--- src/rtl/control_unit_pkg.sv ---
// rtl/control_unit_pkg.sv - opcodes, micro-step numbers and control word layout for the microsequencer
package control_unit_pkg;

  localparam int OPC_W  = 4;
  localparam int STEP_W = 3;

  typedef enum logic [OPC_W-1:0] {
    OPC_NOP  = 4'h0,
    OPC_LDA  = 4'h1,
    OPC_LDI  = 4'h2,
    OPC_STA  = 4'h3,
    OPC_ADD  = 4'h4,
    OPC_SUB  = 4'h5,
    OPC_MOVB = 4'h6,
    OPC_JMP  = 4'h7,
    OPC_JC   = 4'h8,
    OPC_JZ   = 4'h9,
    OPC_HLT  = 4'hF
  } opcode_t;

  localparam logic [OPC_W-1:0] HALT_OPC = OPC_HLT;

  localparam logic [STEP_W-1:0] STEP_T0 = 3'd0;
  localparam logic [STEP_W-1:0] STEP_T1 = 3'd1;
  localparam logic [STEP_W-1:0] STEP_T2 = 3'd2;
  localparam logic [STEP_W-1:0] STEP_T3 = 3'd3;
  localparam logic [STEP_W-1:0] STEP_T4 = 3'd4;
  localparam logic [STEP_W-1:0] STEP_T5 = 3'd5;

  // flag_ld and halt are internal actions, not datapath strobes
  typedef struct packed {
    logic ai;
    logic ao;
    logic bi;
    logic bo;
    logic zi;
    logic zo;
    logic ii;
    logic io;
    logic co;
    logic ce;
    logic j;
    logic eo;
    logic sub;
    logic mi;
    logic ro;
    logic ri;
    logic flag_ld;
    logic halt;
  } ctrl_word_t;

endpackage

--- src/rtl/control_unit_if.sv ---
// rtl/control_unit_if.sv - datapath-facing signals of the microsequencer
interface control_unit_if;
  logic [7:0] instr;
  logic       alu_c;
  logic       alu_z;
  logic       c_ai, c_ao, c_bi, c_bo, c_zi, c_zo, c_ii, c_io;
  logic       c_co, c_ce, c_j, c_eo, c_sub, c_mi, c_ro, c_ri;
  logic       halted;
  logic [2:0] step;

  modport master (
    input  instr, alu_c, alu_z,
    output c_ai, c_ao, c_bi, c_bo, c_zi, c_zo, c_ii, c_io,
    output c_co, c_ce, c_j, c_eo, c_sub, c_mi, c_ro, c_ri,
    output halted, step
  );

  modport slave (
    output instr, alu_c, alu_z,
    input  c_ai, c_ao, c_bi, c_bo, c_zi, c_zo, c_ii, c_io,
    input  c_co, c_ce, c_j, c_eo, c_sub, c_mi, c_ro, c_ri,
    input  halted, step
  );
endinterface

--- src/rtl/control_unit_microcode_rom.sv ---
// rtl/control_unit_microcode_rom.sv - combinational microcode: opcode/step/flags to control word and last-step marker
module microcode_rom
  import control_unit_pkg::*;
(
  input  logic [OPC_W-1:0]  opcode_i,
  input  logic [STEP_W-1:0] step_i,
  input  logic              flag_c_i,
  input  logic              flag_z_i,
  output ctrl_word_t        cw_o,
  output logic              last_o
);

  logic jump_taken;

  always_comb begin
    cw_o       = '0;
    last_o     = 1'b0;
    jump_taken = (opcode_i == OPC_JMP) ||
                 ((opcode_i == OPC_JC) && flag_c_i) ||
                 ((opcode_i == OPC_JZ) && flag_z_i);

    case (step_i)
      STEP_T0: begin
        cw_o.co = 1'b1;
        cw_o.mi = 1'b1;
      end
      STEP_T1: begin
        cw_o.ro = 1'b1;
        cw_o.ii = 1'b1;
        cw_o.ce = 1'b1;
      end
      STEP_T2: begin
        case (opcode_i)
          OPC_LDA, OPC_LDI, OPC_STA: begin
            cw_o.co = 1'b1;
            cw_o.mi = 1'b1;
          end
          OPC_ADD, OPC_SUB: begin
            cw_o.eo      = 1'b1;
            cw_o.ai      = 1'b1;
            cw_o.sub     = (opcode_i == OPC_SUB);
            cw_o.flag_ld = 1'b1;
            last_o       = 1'b1;
          end
          OPC_MOVB: begin
            cw_o.ao = 1'b1;
            cw_o.bi = 1'b1;
            last_o  = 1'b1;
          end
          OPC_JMP, OPC_JC, OPC_JZ: begin
            // an untaken branch still has to step the PC past its operand byte
            if (jump_taken) begin
              cw_o.co = 1'b1;
              cw_o.mi = 1'b1;
            end else begin
              cw_o.ce = 1'b1;
              last_o  = 1'b1;
            end
          end
          HALT_OPC: begin
            cw_o.halt = 1'b1;
            last_o    = 1'b1;
          end
          default: last_o = 1'b1;
        endcase
      end
      STEP_T3: begin
        case (opcode_i)
          OPC_LDA, OPC_STA: begin
            cw_o.ro = 1'b1;
            cw_o.mi = 1'b1;
            cw_o.ce = 1'b1;
          end
          OPC_LDI: begin
            cw_o.ro = 1'b1;
            cw_o.ai = 1'b1;
            cw_o.ce = 1'b1;
            last_o  = 1'b1;
          end
          OPC_JMP, OPC_JC, OPC_JZ: begin
            cw_o.ro = jump_taken;
            cw_o.j  = jump_taken;
            last_o  = 1'b1;
          end
          default: last_o = 1'b1;
        endcase
      end
      STEP_T4: begin
        case (opcode_i)
          OPC_LDA: begin
            cw_o.ro = 1'b1;
            cw_o.ai = 1'b1;
          end
          OPC_STA: begin
            cw_o.ao = 1'b1;
            cw_o.ri = 1'b1;
          end
          default: ;
        endcase
        last_o = 1'b1;
      end
      default: last_o = 1'b1;
    endcase
  end

endmodule

--- src/rtl/control_unit.sv ---
// rtl/control_unit.sv - microsequencer: step counter, C/Z flags, halt latch and output gating
module control_unit
  import control_unit_pkg::*;
(
  input  logic          clk,
  input  logic          reset,
  control_unit_if.master bus
);

  logic [STEP_W-1:0] step_q, step_d;
  logic              flag_c_q, flag_c_d;
  logic              flag_z_q, flag_z_d;
  logic              halted_q, halted_d;
  ctrl_word_t        cw;
  ctrl_word_t        cw_out;
  logic              last_step;

  microcode_rom u_rom (
    .opcode_i (bus.instr[7:4]),
    .step_i   (step_q),
    .flag_c_i (flag_c_q),
    .flag_z_i (flag_z_q),
    .cw_o     (cw),
    .last_o   (last_step)
  );

  always_ff @(posedge clk) begin
    if (reset) begin
      step_q   <= STEP_T0;
      flag_c_q <= 1'b0;
      flag_z_q <= 1'b0;
      halted_q <= 1'b0;
    end else begin
      step_q   <= step_d;
      flag_c_q <= flag_c_d;
      flag_z_q <= flag_z_d;
      halted_q <= halted_d;
    end
  end

  always_comb begin
    step_d   = step_q;
    flag_c_d = flag_c_q;
    flag_z_d = flag_z_q;
    halted_d = halted_q;
    if (!halted_q) begin
      step_d = last_step ? STEP_T0 : step_q + 3'd1;
      if (cw.flag_ld) begin
        flag_c_d = bus.alu_c;
        flag_z_d = bus.alu_z;
      end
      if (cw.halt) begin
        halted_d = 1'b1;
      end
    end
  end

  // reset gates combinationally so strobes drop in the same cycle reset rises
  assign cw_out = (reset || halted_q) ? '0 : cw;

  assign bus.c_ai   = cw_out.ai;
  assign bus.c_ao   = cw_out.ao;
  assign bus.c_bi   = cw_out.bi;
  assign bus.c_bo   = cw_out.bo;
  assign bus.c_zi   = cw_out.zi;
  assign bus.c_zo   = cw_out.zo;
  assign bus.c_ii   = cw_out.ii;
  assign bus.c_io   = cw_out.io;
  assign bus.c_co   = cw_out.co;
  assign bus.c_ce   = cw_out.ce;
  assign bus.c_j    = cw_out.j;
  assign bus.c_eo   = cw_out.eo;
  assign bus.c_sub  = cw_out.sub;
  assign bus.c_mi   = cw_out.mi;
  assign bus.c_ro   = cw_out.ro;
  assign bus.c_ri   = cw_out.ri;
  assign bus.halted = halted_q;
  assign bus.step   = step_q;

endmodule

--- src/flat_wrapper.sv ---
// flat-port wrapper written by rule: the top's interface ports become plain ports
module control_unit_flat import control_unit_pkg::*;
  (clk, reset, bus_instr, bus_alu_c, bus_alu_z, bus_c_ai, bus_c_ao, bus_c_bi, bus_c_bo, bus_c_zi, bus_c_zo, bus_c_ii, bus_c_io, bus_c_co, bus_c_ce, bus_c_j, bus_c_eo, bus_c_sub, bus_c_mi, bus_c_ro, bus_c_ri, bus_halted, bus_step);
  control_unit_if bus_i ();
  input  logic clk;
  input  logic reset;
  input wire logic [$bits(bus_i.instr)-1:0] bus_instr;
  input wire logic [$bits(bus_i.alu_c)-1:0] bus_alu_c;
  input wire logic [$bits(bus_i.alu_z)-1:0] bus_alu_z;
  output wire logic [$bits(bus_i.c_ai)-1:0] bus_c_ai;
  output wire logic [$bits(bus_i.c_ao)-1:0] bus_c_ao;
  output wire logic [$bits(bus_i.c_bi)-1:0] bus_c_bi;
  output wire logic [$bits(bus_i.c_bo)-1:0] bus_c_bo;
  output wire logic [$bits(bus_i.c_zi)-1:0] bus_c_zi;
  output wire logic [$bits(bus_i.c_zo)-1:0] bus_c_zo;
  output wire logic [$bits(bus_i.c_ii)-1:0] bus_c_ii;
  output wire logic [$bits(bus_i.c_io)-1:0] bus_c_io;
  output wire logic [$bits(bus_i.c_co)-1:0] bus_c_co;
  output wire logic [$bits(bus_i.c_ce)-1:0] bus_c_ce;
  output wire logic [$bits(bus_i.c_j)-1:0] bus_c_j;
  output wire logic [$bits(bus_i.c_eo)-1:0] bus_c_eo;
  output wire logic [$bits(bus_i.c_sub)-1:0] bus_c_sub;
  output wire logic [$bits(bus_i.c_mi)-1:0] bus_c_mi;
  output wire logic [$bits(bus_i.c_ro)-1:0] bus_c_ro;
  output wire logic [$bits(bus_i.c_ri)-1:0] bus_c_ri;
  output wire logic [$bits(bus_i.halted)-1:0] bus_halted;
  output wire logic [$bits(bus_i.step)-1:0] bus_step;
  assign bus_i.instr = bus_instr;
  assign bus_i.alu_c = bus_alu_c;
  assign bus_i.alu_z = bus_alu_z;
  assign bus_c_ai = bus_i.c_ai;
  assign bus_c_ao = bus_i.c_ao;
  assign bus_c_bi = bus_i.c_bi;
  assign bus_c_bo = bus_i.c_bo;
  assign bus_c_zi = bus_i.c_zi;
  assign bus_c_zo = bus_i.c_zo;
  assign bus_c_ii = bus_i.c_ii;
  assign bus_c_io = bus_i.c_io;
  assign bus_c_co = bus_i.c_co;
  assign bus_c_ce = bus_i.c_ce;
  assign bus_c_j = bus_i.c_j;
  assign bus_c_eo = bus_i.c_eo;
  assign bus_c_sub = bus_i.c_sub;
  assign bus_c_mi = bus_i.c_mi;
  assign bus_c_ro = bus_i.c_ro;
  assign bus_c_ri = bus_i.c_ri;
  assign bus_halted = bus_i.halted;
  assign bus_step = bus_i.step;
  control_unit u_core (.clk(clk), .reset(reset), .bus(bus_i));
endmodule
--- config.mk ---
export PLATFORM = sky130hd
export DESIGN_NAME = control_unit_flat
export DESIGN_NICKNAME = d
export VERILOG_FILES = /design/src/rtl/control_unit_pkg.sv /design/src/rtl/control_unit_if.sv /design/src/rtl/control_unit_microcode_rom.sv /design/src/rtl/control_unit.sv /design/src/flat_wrapper.sv
export SDC_FILE = /design/constraint.sdc
export NUM_CORES = 1
export LEC_CHECK = 0
export ABC_AREA = 0
export BUFFER_PORTS_ARGS = -buffer_cell sky130_fd_sc_hd__buf_2
export CORE_MARGIN = 2
export CORE_UTILIZATION = 31
export DETAILED_ROUTE_END_ITERATION = 10
export SKIP_CTS_REPAIR_TIMING = 1
export SLEW_MARGIN = 15
export SYNTH_ARGS = -nofsm -noshare
export SYNTH_HDL_FRONTEND = slang
export SYNTH_SLANG_ARGS = --single-unit
--- constraint.sdc ---
create_clock -name clk -period 1.7 [get_ports clk]
set_clock_uncertainty 0.2 [all_clocks]
set_input_delay 0.17 -clock clk [delete_from_list [all_inputs] [get_ports clk]]
set_output_delay 0.17 -clock clk [all_outputs]
set_load 0.1 [all_outputs]
Word-level counts from Yosys, hierarchy flattened --
Cells that the tools add are included.
Operators by class: $add $sub $neg 1, $mul 0, div/mod/pow operators 0, magnitude comparators 0, eq/ne operators 14, shifts and indexed selects 0, muxes and demuxes 34, bitwise operators 1, reduce and logical (&&, ||, !) cells 12
Operators with widths (count):
- 1-bit 2-to-1 mux | 18
- 18-bit 2-to-1 mux | 1
- 4-bit by 3-bit equality test with 1-bit output (second input constant) | 4
- 1-bit case mux with 3 select lines | 5
- 4-bit equality test (second input constant) | 3
- 1-bit case mux with 2 select lines | 5
- 4-bit by 2-bit equality test with 1-bit output (second input constant) | 2
- 2-bit 2-to-1 mux | 4
- 3-bit by 2-bit equality test with 1-bit output (second input constant) | 2
- 2-bit OR reduction | 3
- 3-bit OR reduction | 2
- 4-bit by 1-bit equality test with 1-bit output (second input constant) | 1
- 3-bit by 1-bit adder with 3-bit output (second input constant) | 1
- 3-bit by 1-bit equality test with 1-bit output (second input constant) | 1
- 3-bit equality test (second input constant) | 1
- 3-bit zero test | 1
- 1-bit logical OR | 3
- 3-bit 2-to-1 mux | 1
- 1-bit logical AND | 2
- 2-bit AND reduction | 1
- 1-bit NOT | 1
Word-level totals: bits in registers 6, bits in latches 0, bits in writable memories 0, ROM bits 0, input bits 12, output and inout bits 20, logic and storage cells 66, memories 0

Logic depth before layout (Yosys ltp) --
depth after elaboration 8, depth in mapped cells 8, depth with buffers taken out 7

By module --
Synthesis repeated with hierarchy kept, for this count alone.
Unflattened totals: cell total of the unflattened synthesis 88, area total of the unflattened synthesis 645.6 um^2
Modules (own cells, without submodules):
- control_unit | times used 1, cells an instance 43, area an instance 347.8 um^2
- microcode_rom | times used 1, cells an instance 45, area an instance 297.8 um^2

Worst setup path before layout --
Ideal clock, no wire load.
path type register -> output, from register u_core.step_q[1] (netlist: u_core.bus.step[1]), to output bus_c_co, data arrival time 4.256 ns, path slack -2.926 ns, cell stages (with the launch flop) 4, path buffers 0, path through dfxtp_1 -> ha_1 -> a21oi_1 -> nor4_1
Between the ends: longest elaborated chain between the ends 3, elaborated cells on any way between the ends 4
Ends and longest elaborated chain:
- start, declared | RTL line control_unit.sv:10 | logic [STEP_W-1:0] step_q, step_d;
- start signal, assigned | RTL line control_unit.sv:34 | step_q <= step_d;
- 3-bit by 2-bit equality test with 1-bit output or 3-bit zero test (tied branches) | RTL line control_unit_microcode_rom.sv:22 | case (step_i)
- 1-bit case mux with 2 select lines (*) | RTL line control_unit_microcode_rom.sv:22
- 18-bit 2-to-1 mux (*) | RTL line control_unit.sv:59 | assign cw_out = (reset || halted_q) ? '0 : cw;
- end, declared | RTL line flat_wrapper.sv:18 | output wire logic [$bits(bus_i.c_co)-1:0] bus_c_co;
Mark *: on every way between the ends. The rest lies on a longest branch, timed or not.

Worst setup path in the final report --
from register u_core.flag_c_q, to output bus_c_mi
Between the ends: longest elaborated chain between the ends 7
Ends and longest elaborated chain:
- start, declared | RTL line control_unit.sv:11 | logic flag_c_q, flag_c_d;
- start signal, assigned | RTL line control_unit.sv:35 | flag_c_q <= flag_c_d;
- 1-bit logical AND | RTL line control_unit_microcode_rom.sv:19 | ((opcode_i == OPC_JC) && flag_c_i) ||
- 1-bit logical OR | RTL line control_unit_microcode_rom.sv:18 | jump_taken = (opcode_i == OPC_JMP) ||
- 1-bit logical OR | RTL line control_unit_microcode_rom.sv:19
- 1-bit 2-to-1 mux | RTL line control_unit_microcode_rom.sv:52 | if (jump_taken) begin
- 1-bit case mux with 2 select lines | RTL line control_unit_microcode_rom.sv:33 | case (opcode_i)
- 1-bit case mux with 3 select lines | RTL line control_unit_microcode_rom.sv:22
- 18-bit 2-to-1 mux | RTL line control_unit.sv:59
- end, declared | RTL line flat_wrapper.sv:23 | output wire logic [$bits(bus_i.c_mi)-1:0] bus_c_mi;
Every way passes these cells.

==> flow_summary.yaml <==
placement:
  hpwlAfterDp_mm: 1.77
  gp_congestion: 0.826
  numPortBuffers: 23
  dp_cells: 174
clock_network:
  clock_path_buffers: 2
  cts.sinks: 6
  htreeDepth: 1
  path_clk_slew_ns: 0.04
  insertion_delay_ns: 0.24
  cts_made_buffers: 3
  cts_root_buffer: "clkbuf_4"
  cts_tree: "done"
grt:
  grt_max_degree: 11
  grt_usage_pct: 16.8
  grt_pass1_vias: 819
  antenna_found_initial: 0
  grt_pass1_wl_mm: 3.42
  grt_overflow: 0
hold_path:
  hold_class: "in2reg"
route:
  final_antenna_net_count: 0
  wl_mm: 2.29
  vias: 898
  drt-initial-drc-count: 3
  dr.pass1.iters: 3
  wl_per_cell_um: 12.5
  drc: 0
  viasPerCell: 4.88
critical_path:
  critical_path.slowest_cell: "o41ai_4"
  path_cells: "nor2b_4 -> a22oi_2 -> o32ai_4 -> a21oi_2 -> o41ai_4 -> buf_12"
  crit_buf_inv: 1
  cp_data_required_time_ns: 1.33
  max_stage_delay_ns: 0.36
  worstPathArrival_ns: 1.78
  path_delay_family: "compound AO/OA/AOI/OAI gates"
  critPathLaunchType: "register"
  cp_max_fo: 2
  path_class: "reg2out"
  endpoint_kind: "output port"
die:
  coreArea_um2: 2170
  die_w_um: 51.4
  initial_utilization_pct: 32.1
  ioPinCount: 32
  dieArea_um2: 2640
  die_h_um: 51.4
  fp-row-count: 17
timing:
  finalSetupViolCount: 14
  min_period_over_period_pct: 126
  fin_crit_ns: 2.15
  hold_viol: 1
  drv_slew: 0
  postLayoutSetupSlackWorst_ns: -0.447
  rsz0062_at_grt: "yes"
  timing.fmax_mhz: 466
  setup-tns-final_ns: -4.12
  hold_slack_ns: -0.0349
run:
  max_cap_viol_count: 0
synthesis:
  synth-edff-count: 0
  ys_top_cells_by_area: "dfxtp_1, ha_1, nor2_1"
  ys_top_cells_by_count: "nor2_1, nand2_1, inv_1"
  async_reset_ff_share_pct: 0
  ys_warn_count: 0
  synth.most_common_cell: "nor2_1"
  ys_seq_area_share_pct: 17.2
  yosys.area.top_type: "dfxtp_1"
  synthCells: 97
  synthesis.area_um2: 697
  synth-seq-cells: 6
  postSynthAreaPerCell_um2: 7.18
  ys.flop_type: "dfxtp_1"
  synth_top_area_share_pct: 17.2
  yosysUniqueCellTypes: 33
layout:
  drive_above_1_share_pct: 71.2
  nets: 174
  n_fill_cell: 155
  antennaDiodeCount: 0
  final_cells: 184
  syn2layout_area_growth_pct: 138
power_and_ir_drop:
  p_leak_nw: 0.666
  p_per_area_nw_per_um2: 1220
  peakVddDrop_v: 0.00146
status:
  status: "finished, violations left"
  violations: "hold timing, setup timing"
-- metrics by stage --
| stage | cell area (µm²) | power, mW | setup slack [ns] | util (%) |
|---|---|---|---|---|
| 2_1_floorplan | 992 | 1.27 | -0.726 | - |
| 3_3_place_gp | 1450 | 1.70 | -0.199 | 66.8 |
| 6_report | 1660 | 2.02 | -0.447 | 76.4 |
| 5_1_grt | 1660 | 2.13 | -0.538 | 76.4 |
| 3_5_place_dp | 1450 | 1.72 | -0.201 | 66.8 |
| 4_1_cts | 1480 | 1.86 | -0.474 | 68.0 |
-- cells by family (layout without fill, tap and decap cells) --
family	count (synthesis)	after routing	share of synthesized area (%)
buffers and inverters	18	74	17.1
other	1	4	0.538
AO/OA/AOI/OAI	21	21	20.8
flip-flops	6	6	17.2
adder cells (fa/ha/maj)	5	5	8.98
AND/OR/NAND/NOR	43	43	31.1
multiplexers	3	3	4.31
-- layout by cell type, fill, tap and decap left out, drive strengths merged --
cell type,instances
nand2,8
a311oi,1
a21oi,5
nor3b,1
inv,7
and2b,2
nor2,12
buf,61
o21ai,6
ha,5
nand3,5
o22ai,1
nand2b,2
a22oi,1
o311ai,2
o211ai,1
nor3,5
or4,1
clkbuf,5
nand4,1
a41oi,1
dfxtp,6
mux2i,3
o41ai,1
nor2b,2
dlygate4sd3,1
conb,4
nor4,2
and3,2
o32ai,2
-- registers in the layout, summed over array words and instances (netlist names) --
register,count
u_core.bus.step,3
u_core.flag_z_q,1
u_core.flag_c_q,1
u_core.bus.halted,1
-- layout make-up --
| cell class | instances | area, µm² | area share, % |
|---|---|---|---|
| clock buffers | 4 | 26.3 | 1.59 |
| repair buffers | 63 | 627 | 37.8 |
| well taps | 28 | 35.0 | 2.11 |
| flip-flops and latches | 6 | 136 | 8.23 |
| multi-input cells | 76 | 801 | 48.3 |
| inverters | 7 | 31.3 | 1.89 |
-- final timing paths --
path         slack [ns]  depth (start not counted)               start         endpoint
min reg2reg        0.29                          2     u_core.flag_c_q  u_core.flag_c_q
max               -0.45                          6     u_core.flag_c_q         bus_c_mi
min               -0.03                          3           bus_alu_z  u_core.flag_z_q
max reg2reg       -0.22                          8  u_core.bus.step[0]  u_core.flag_c_q
-- worst register-to-register path, stage by stage (launching register included) --
cell and delay (ns):
dfxtp_4 0.36, inv_4 0.08, ha_4 0.14, and2b_2 0.18, nand2_2 0.07, buf_6 0.12
or4_4 0.43, mux2i_1 0.16, nor2_1 0.05
-- power by group --
part,internal (mW),switching [mW]
Combinational,0.660,0.980
Clock,0.0889,0.0511
Sequential,0.182,0.0595
Total,0.931,1.09
-- layer usage --
| metal | global-route usage [%] | part of all wire, % | vias to the layer above |
|---|---|---|---|
| met4 | 5.26 | 0 | 0 |
| met1 | 19.8 | 43 | 427 |
| li1 | - | - | 456 |
| met5 | 0 | 0 | - |
| met2 | 31.8 | 55 | 15 |
| met3 | 0.877 | 2.4 | 0 |
Power figures use the tool's default switching activity.
